==> src/rtl/pwm_fade_ctrl.sv <==
// pwm_fade_ctrl: duty sequencer for the PWM block (static level, fade up/down, breathe).
//   Updates duty_cycle only on period_wrap, so no PWM period is ever truncated.
//   Ports: clk, resetn (async, active-low); cfg_valid/cfg_ready handshake with
//   cfg_mode (0 static, 1 up, 2 down, 3 breathe), cfg_lo, cfg_hi, cfg_step;
//   stop; period_wrap from PWM; duty_cycle to PWM; busy, done, cycle_done, cfg_err.
//   Define PWM_FADE_GAMMA_EN to drive duty_cycle through a gamma table (DUTY_W=4 only).
module pwm_fade_ctrl #(
  parameter int DUTY_W = 4,
  parameter int STEP_W = 8
) (
  input  logic              clk,
  input  logic              resetn,
  input  logic              cfg_valid,
  output logic              cfg_ready,
  input  logic [1:0]        cfg_mode,
  input  logic [DUTY_W-1:0] cfg_lo,
  input  logic [DUTY_W-1:0] cfg_hi,
  input  logic [STEP_W-1:0] cfg_step,
  input  logic              stop,
  input  logic              period_wrap,
  output logic [DUTY_W-1:0] duty_cycle,
  output logic              busy,
  output logic              done,
  output logic              cycle_done,
  output logic              cfg_err
);
  localparam logic [1:0] IDLE = 2'd0, LOAD = 2'd1, RAMP_UP = 2'd2, RAMP_DOWN = 2'd3;
  logic [1:0] state, state_n, mode;
  logic [DUTY_W-1:0] lv, lv_n, lo, hi, duty_n;
  logic [STEP_W-1:0] cnt, cnt_n, step_m;
  logic done_n, cyc_n, err_n, step_ev, accept;
  assign cfg_ready = state == IDLE;
  assign busy = !cfg_ready;
  assign accept = cfg_ready && cfg_valid && cfg_lo <= cfg_hi;
  assign step_ev = period_wrap && cnt == step_m;
  always_comb begin
    state_n = state;
    lv_n = lv;
    cnt_n = cnt;
    done_n = 1'b0;
    cyc_n = 1'b0;
    err_n = 1'b0;
    if (state == IDLE) begin
      err_n = cfg_valid && cfg_lo > cfg_hi;
      state_n = accept ? LOAD : IDLE;
    end else if (stop) begin
      state_n = IDLE;
    end else if (period_wrap && state == LOAD) begin
      cnt_n = '0;
      lv_n = mode == 2'd2 ? hi : lo;
      done_n = mode == 2'd0 || lo == hi;
      state_n = done_n ? IDLE : (mode == 2'd2 ? RAMP_DOWN : RAMP_UP);
    end else if (period_wrap) begin
      cnt_n = step_ev ? '0 : cnt + 1'b1;
      if (step_ev && state == RAMP_UP) begin
        lv_n = lv + 1'b1;
        if (lv_n == hi) begin
          done_n = mode == 2'd1;
          state_n = mode == 2'd3 ? RAMP_DOWN : IDLE;
        end
      end else if (step_ev) begin
        lv_n = lv - 1'b1;
        if (lv_n == lo) begin
          done_n = mode == 2'd2;
          cyc_n = mode == 2'd3;
          state_n = mode == 2'd3 ? RAMP_UP : IDLE;
        end
      end
    end
  end
`ifdef PWM_FADE_GAMMA_EN
  localparam logic [DUTY_W-1:0] GAMMA [16] = '{0, 0, 0, 1, 1, 1, 2, 2, 3, 4, 5, 6, 8, 10, 12, 15};
  assign duty_n = GAMMA[lv_n];
`else
  assign duty_n = lv_n;
`endif
  always_ff @(posedge clk or negedge resetn) begin
    if (!resetn) begin
      state <= IDLE;
      lv <= '0;
      cnt <= '0;
      mode <= '0;
      lo <= '0;
      hi <= '0;
      step_m <= '0;
      duty_cycle <= '0;
      done <= 1'b0;
      cycle_done <= 1'b0;
      cfg_err <= 1'b0;
    end else begin
      state <= state_n;
      lv <= lv_n;
      cnt <= cnt_n;
      duty_cycle <= duty_n;
      done <= done_n;
      cycle_done <= cyc_n;
      cfg_err <= err_n;
      if (accept) begin
        mode <= cfg_mode;
        lo <= cfg_lo;
        hi <= cfg_hi;
        step_m <= cfg_step == '0 ? '0 : cfg_step - 1'b1;
      end
    end
  end
endmodule

==> config.mk <==
export PLATFORM = sky130hd
export DESIGN_NAME = pwm_fade_ctrl
export DESIGN_NICKNAME = d
export VERILOG_FILES = /design/src/rtl/pwm_fade_ctrl.sv
export SDC_FILE = /design/constraint.sdc
export NUM_CORES = 1
export LEC_CHECK = 0
export CELL_PAD_IN_SITES_DETAIL_PLACEMENT = 0
export CELL_PAD_IN_SITES_GLOBAL_PLACEMENT = 2
export CORE_UTILIZATION = 34
export DETAILED_ROUTE_END_ITERATION = 12
export PLACE_DENSITY = 0.85
export SLEW_MARGIN = 20
export SYNTH_ARGS = -nofsm -noshare
export SYNTH_HDL_FRONTEND = slang
export SYNTH_SLANG_ARGS = --single-unit
==> constraint.sdc <==
create_clock -name clk -period 2.54 [get_ports clk]
set_input_delay 0.254 -clock clk [delete_from_list [all_inputs] [get_ports clk]]
set_output_delay 0.254 -clock clk [all_outputs]
set_load 0.02 [all_outputs]
# Word-level counts from Yosys, hierarchy flattened

Cells that the tools add are included.

Bits in registers: 35
Output and inout bits: 9
Word-level logic and storage cells: 85

Add/sub/neg operators: 4
$lt $le $gt $ge: 2
Equal/unequal tests: 10
Multiplexer cells: 38
Bitwise gates (word level): 2
Reductions and logical operators: 19

Operator list:

| operator                                            | number |
|---|---|
| two-way mux 8 bit                                   | 4 |
| two-way mux 2 bit                                   | 11 |
| two-way mux 4 bit                                   | 5 |
| two-way mux 1 bit                                   | 18 |
| equality test 4 bit                                 | 3 |
| nonzero test 5 bit                                  | 2 |
| adder 8 x 1 -> 8 bit, second input constant         | 1 |
| equality test 8 bit                                 | 1 |
| zero test 8 bit                                     | 1 |
| AND reduction 4 bit                                 | 2 |
| subtractor 8 x 1 -> 8 bit, second input constant    | 1 |
| equality test 2 bit, second input constant          | 3 |
| logical AND 1 bit                                   | 6 |
| != test 5 x 4 -> 1 bit, second input constant       | 1 |
| adder 4 x 1 -> 4 bit, second input constant         | 1 |
| equality test 2 x 1 -> 1 bit, second input constant | 2 |
| greater-than comparator 4 bit                       | 1 |
| less-or-equal comparator 4 bit                      | 1 |
| zero test 2 bit                                     | 2 |
| nonzero test 4 bit                                  | 1 |
| subtractor 4 x 1 -> 4 bit, second input constant    | 1 |
| AND reduction 3 bit                                 | 1 |
| nonzero test 3 bit                                  | 1 |
| inverter 1 bit                                      | 2 |
| other kinds (3)                                     | 3 |

# Logic depth before layout (Yosys ltp)

Gate-level depths: netlist (run 1).

Depth in word-level cells: 9
Depth in mapped cells: 9
Mapped depth without buffers: 8

# Least setup slack after synthesis (run 1)

No wires, ideal clock.

Path kind: register to register
Start: reg lv[0]
End: reg state[1]
Setup time: 0.128 ns
Data arrival time: 2.331 ns
Data required time: 2.412 ns
Setup slack: 0.082 ns
Cell stages (with the launch flop): 9
Path through: dfrtp_1 > buf_4 > inv_1 > ha_1 > xor2_1 > or4_4 > and3_4 > o21ai_2 > mux2_1

Cells in the longest elaborated chain, start to end: 4
Elaborated cells on any way between the ends: 7

Ends and longest elaborated chain:

| what                                                                                 | RTL line | text |
|---|---|---|
| start: declaration                                                                   | 29       | `logic [DUTY_W-1:0] lv, lv_n, lo, hi, duty_n;` |
| start signal: assignment                                                             | 92       | `lv <= lv_n;` |
| adder 4 x 1 -> 4 bit / subtractor 4 x 1 -> 4 bit (equally long branches)             | 56, 62   |  |
| equality test 4 bit (on tied branches)                                               | 57, 63   |  |
| != test 5 x 4 -> 1 bit (no source line) / nonzero test 5 bit (equally long branches) | -        |  |
| AND reduction 4 bit (no source line) *                                               | -        |  |
| end signal: assignment                                                               | 91       | `state <= state_n;` |
| end: declaration                                                                     | 28       | `logic [1:0] state, state_n, mode;` |

Every way passes the cells marked *; elsewhere a longest branch is shown, timed or not.
A chain may end at the register's enable or synchronous reset.

# Worst setup path in the final report (run 1)

Ends and elaborated chain as after synthesis.

==> results of run 1 <==
[area by class of cell]
class | instances | area, sq um | area share
timing repair buffer | 39 | 382.9 | 0.1363
inverter | 11 | 41.29 | 0.01470
tap | 77 | 96.34 | 0.03430
multi-input combinational | 188 | 1328 | 0.4726
clock inverter | 2 | 12.51 | 0.004454
clock buffer | 6 | 72.57 | 0.02584
sequential | 35 | 875.8 | 0.3118
[stage by stage]
stage / hold WS (ps) / worst slack [ps] / area (sq um) / utilization
2_1_floorplan: -41.59 / 81.84 / 2295 / -
3_3_place_gp: 491.6 / 249.3 / 2724 / 0.4241
3_5_place_dp: 497.4 / 195.5 / 2724 / 0.4241
4_1_cts: 386.3 / 191.3 / 2809 / 0.4374
5_1_grt: 409.1 / 73.77 / 2809 / 0.4374
6_report: 370.9 / 198.8 / 2809 / 0.4374
[critical path, delay by kind of cell (launching register included)]
kind	cells	cell delay (ps)
and+or+nand+nor	2	740
DFF	1	450
adders and majority gates	1	350
muxes	1	330
xor gates and xnor gates	1	160
AOI/OAI and AO/OA	1	130
buffers and inverters	1	70
[power groups by stage]
| stage | logic (mW) | registers [mW] | clock network, mW |
|---|---|---|---|
| floorplan | 1.11 | 1.03 | 0 |
| global placement | 1.44 | 1.08 | 0 |
| detailed placement | 1.45 | 1.09 | 0 |
| CTS | 1.46 | 1.07 | 0.411 |
| global route | 1.61 | 1.12 | 0.434 |
| finish | 1.44 | 1.08 | 0.395 |
[worst min path at each step]
stage / start / endpoint / slack, ps / cells after the start
after floorplan: resetn / cfg_err / -40 / 0
after global placement: step_m[3] / step_m[3] / 490 / 2
after detailed placement: step_m[2] / step_m[2] / 500 / 2
after CTS: resetn / cnt[6] / 390 / 2
after global routing: resetn / lv[3] / 410 / 2
final: resetn / lo[3] / 370 / 2
[state kept, by name, summed over array words and instances (netlist names)]
name	flops
lv	4
done	1
hi	4
cfg_err	1
mode	2
cycle_done	1
state	2
lo	4
step_m	8
cnt	8
[per-layer routing]
layer,share of wire,track usage,wire length [um],vias to the layer above
met5,0,0,0,-
met2,0.43,0.2265,2066,47
met4,0.013,0.04702,65,0
met1,0.50,0.2170,2419,838
li1,-,-,-,913
met3,0.057,0.02950,277,5
[cells in the mapped netlist, drive strengths merged (2+ instances only)]
cell type	instances	area (sq um)
a21oi	6	30.03
a31oi	3	18.77
and2	3	18.77
and3	2	17.52
and4	2	17.52
buf	4	35.03
clkbuf	5	18.77
dfrtp	35	875.8
ha	8	100.1
inv	11	41.29
mux2	9	101.4
mux2i	6	60.06
nand2	25	93.84
nand2b	3	18.77
nand3	6	35.03
nand4	6	43.79
nor2	22	90.09
nor2b	2	12.51
nor3	10	60.06
nor3b	3	27.52
o21a	2	15.01
o21ai	12	63.81
o22ai	2	12.51
o31ai	7	52.55
xnor2	30	270.3
xor2	7	61.31
[cell families after synthesis]
logic type               after synthesis  synth area share
AO/OA/AOI/OAI                         38            0.1058
XOR/XNOR                              37            0.1445
adder cells (fa/ha/maj)                8           0.04362
buffers and inverters                 20           0.04144
flip-flops                            35            0.3817
multiplexers                          15           0.07034
AND/OR/NAND/NOR                       90            0.2127
==> flow_summary.toml, run 1 <==
[clocking]
cts_resized = 0
cts_setup_buffers = 0
cts_hold_buf = 0
clock_latency_ps = 290
cts_tree = "done"
cts_buffers = 5
clk_path_buf_depth = 2
cts.reportedPaths.clkPinSlew_ps = 70
cts_sinks = 35
cts.root.buffer_cell = "clkbuf_8"
htreeDepth = 2

[pwr]
seqPwrFrac = 0.370
internal-power_mw = 1.703
power_switching_mw = 1.213
power_leakage_nw = 1.169
cellPowerDensity_nw_per_um2 = 1038
p_clk_frac = 0.136
power.total_mw = 2.916
sw_frac_of_total = 0.4159
ir_drop_uv = 427.5
combPwrFrac = 0.495

[finish]
antenna_cells = 0
num-nets-final = 311
instances_no_fill = 358
fillers = 614
layout-drive-gt1-share = 0.09964
final_cell_mix = "dfrtp_1, clkdlybuf4s50_1, xnor2_1"
mostFrequentLayoutCell = "dfrtp_1"
syn_to_final_growth_pct = 22.41

[route]
vias = 1803
routed_wl_mm = 4.828
drc = 2
ant_nets = 0
vias_per_cell = 5.036
drt-initial-drc-count = 85
avgRoutedWirePerCell_um = 13.49
dr.pass1.iters = 8

[die]
row_count = 29
die_h_um = 84.16
core_sq_um = 6422
start_util = 0.3573
ios = 32
die-area_sq_um = 7082
die_x_um = 84.16

[setup_path]
r2r-end = "state[1]"
r2r_cells = 7
cp.arrival_ps = 2520
cp_max_fo = 6
cp-start-kind = "register"
path_cells = "inv_1, ha_1, xor2_1, or4_4, and3_4, o21ai_2, mux2_1"
crit_path_start = "lv[0]"
critPathKind = "reg2reg"
worstPathRequired_ps = 2720
crit_path_max_incr_delay_ps = 540
cp-endpoint = "state[1]"
slowest_stage = "or4_4"
rrSetupSlack_ps = 200
end_kind = "register"
worst_r2r_startpoint = "lv[0]"

[timing]
tightest_slew_ps = 447.8
min_period_ps = 2341
fin_tns_setup_ps = 0
drv_slew = 0
slew-limit-headroom = 0.7004
fmax_ghz = 0.4271
rsz0062_at_grt = "no"
finalSetupViolations = 0
finalHoldViolCount = 0
finalCritPeriodShare = 0.9217
final.setup_skew_ps = 6.966

[grt]
grt_max_degree = 36
grt_pass1_vias = 1736
globalRouteOverflowTotal = 0
grt_pass1_wl_mm = 8.369
grt_antenna_before_repair = 0
grt_use_total = 0.1501

[outcome]
status = "complete, but fails checks"
violations = "design-rule violations"

[placed_design]
routabilityCongestion = 0.7941
dp.final_hpwl_mm = 3.632
dp.cells = 350
port_buffers = 31

[synth]
synth_seq_area_share = 0.3817
synth.distinct_cells = 49
synth_cells = 243
syn_area_sq_um = 2295
yosysWarnings = 0
async_flop_share = 1.000
synth_edf_count = 0
synthFlopType = "dfrtp_1"
syn_nets = 274
synth-seq-cells = 35
synth_area_per_cell_sq_um = 9.443

[run]
max-cap-violations = 0

[min_path]
worstHoldPathType = "in2async"
(Power assumes the default switching activity.)
==> run 2: changes to the inputs <==
Settings changed: MAX_ROUTING_LAYER set to met4.
==> run 2 against run 1 <==
Against the previous run: the run still ends with design-rule violations left; worst setup slack about the same; global-route usage rose by 0.47 points; hold slack got worse by 1.1 ps; core utilization unchanged.
==> flow_summary.toml, run 2 (synthesized netlist as in run 1, its figures left out) <==
[outcome]
status = "complete, but fails checks"
violations = "design-rule violations"

[setup_path]
rrSetupSlack_ps = 200
crit_family = "simple AND/OR/NAND/NOR gates"
cp_max_fo = 6
end_kind = "register"
r2r-end = "state[1]"
path_cells = "inv_1, ha_1, xor2_1, or4_4, and3_4, o21ai_2, mux2_1"
critPathKind = "reg2reg"
worstPathRequired_ps = 2720
worst_r2r_startpoint = "lv[0]"
slowest_stage = "or4_4"
cp-start-kind = "register"
crit_path_max_incr_delay_ps = 540
cp.arrival_ps = 2520
r2r_cells = 7
path_buf_inv = 1

[clocking]
cts_hold_buf = 0
clk_path_buf_depth = 2
cts_resized = 0
cts.root.buffer_cell = "clkbuf_8"
cts_sinks = 35
htreeDepth = 2
cts.reportedPaths.clkPinSlew_ps = 80
cts_buffers = 5
clock_latency_ps = 290
cts_tree = "done"
cts_setup_buffers = 0

[grt]
grt_pass1_vias = 1736
grt_pass1_wl_mm = 8.369
grt_use_total = 0.1547
grt_max_degree = 36
globalRouteOverflowTotal = 0
grt_antenna_before_repair = 0

[route]
dr.pass1.iters = 8
vias = 1799
vias_per_cell = 5.025
ant_nets = 0
drc = 2
avgRoutedWirePerCell_um = 13.47
drt-initial-drc-count = 94
routed_wl_mm = 4.824

[timing]
finalCritPeriodShare = 0.9215
rsz0062_at_grt = "no"
drv_slew = 0
fin_tns_setup_ps = 0
final.setup_skew_ps = 7.710
tightest_slew_ps = 451.9
min_period_ps = 2341
slew-limit-headroom = 0.6976
fmax_ghz = 0.4272
finalSetupViolations = 0
finalHoldViolCount = 0
whs_ps = 369.9

[die]
start_util = 0.3573
row_count = 29
die-area_sq_um = 7082
die_h_um = 84.16
core_sq_um = 6422
die_x_um = 84.16
ios = 32

[min_path]
worstHoldPathType = "in2async"

[pwr]
cellPowerDensity_nw_per_um2 = 1038
power.total_mw = 2.916
power_leakage_nw = 1.169
ir_drop_uv = 428.2

[finish]
num-nets-final = 311
syn_to_final_growth_pct = 22.41
fillers = 614
antenna_cells = 0
fin_area_sq_um = 2809
mostFrequentLayoutCell = "dfrtp_1"
layout-drive-gt1-share = 0.09964
seq_area_sq_um = 875.8
final_cell_mix = "dfrtp_1, clkdlybuf4s50_1, xnor2_1"
multi_input_area_sq_um = 1328
top_regs = "cnt (8), step_m (8)"

[placed_design]
port_buffers = 31
routabilityCongestion = 0.8054
dpl_cell_area_sq_um = 2724
dp.final_hpwl_mm = 3.632

[run]
max-cap-violations = 0
-- run 2: power breakdown --
group          leakage, nW  switching [mW]  internal (mW)
sequential           0.443           0.305          0.770
combinational        0.685           0.703          0.741
clock               0.0412           0.205          0.192
-- run 2: worst reg2reg max path: cells and delay by family (launching register included) --
kind | cells | cell delay [ps]
and+or+nand+nor | 2 | 740
AOI/OAI and AO/OA | 1 | 130
buffers and inverters | 1 | 70
xor gates and xnor gates | 1 | 160
DFF | 1 | 450
muxes | 1 | 330
adders and majority gates | 1 | 350
-- run 2: how the worst max path moves through the flow --
stage | startpoint | endpoint | slack [ps] | depth (start not counted)
floorplan | lv[0] | state[1] | 80 | 8
global placement | lv[0] | state[1] | 250 | 7
detailed placement | lv[0] | state[1] | 200 | 7
CTS | lv[0] | state[1] | 190 | 7
global route | lv[0] | state[1] | 70 | 7
finish | lv[0] | state[1] | 200 | 7
-- run 2: routing by layer --
layer	global-route usage	routed length, um	share of wire	vias to the layer above
li1	-	-	-	913
met4	0.04702	55	0.011	0
met5	-	0	0	-
met1	0.2176	2439	0.51	835
met3	0.02852	255	0.053	5
met2	0.2265	2073	0.43	46
-- run 2: area by class of cell --
| class | instances | share of cell area |
|---|---|---|
| clock buffers | 6 | 0.02584 |
| repair buffers | 39 | 0.1363 |
| multi-input cells | 188 | 0.4726 |
| clock inverters | 2 | 0.004454 |
| inverters | 11 | 0.01470 |
| flip-flops and latches | 35 | 0.3118 |
| well taps | 77 | 0.03430 |
-- run 2: stage by stage --
stage / utilization / worst slack (ps) / cells
3_3_place_gp: 0.4241 / 249.3 / 350
5_1_grt: 0.4374 / 73.77 / 358
3_5_place_dp: 0.4241 / 195.5 / 350
4_1_cts: 0.4374 / 191.3 / 358
6_report: 0.4374 / 199.3 / 358
2_1_floorplan: - / 81.84 / 243
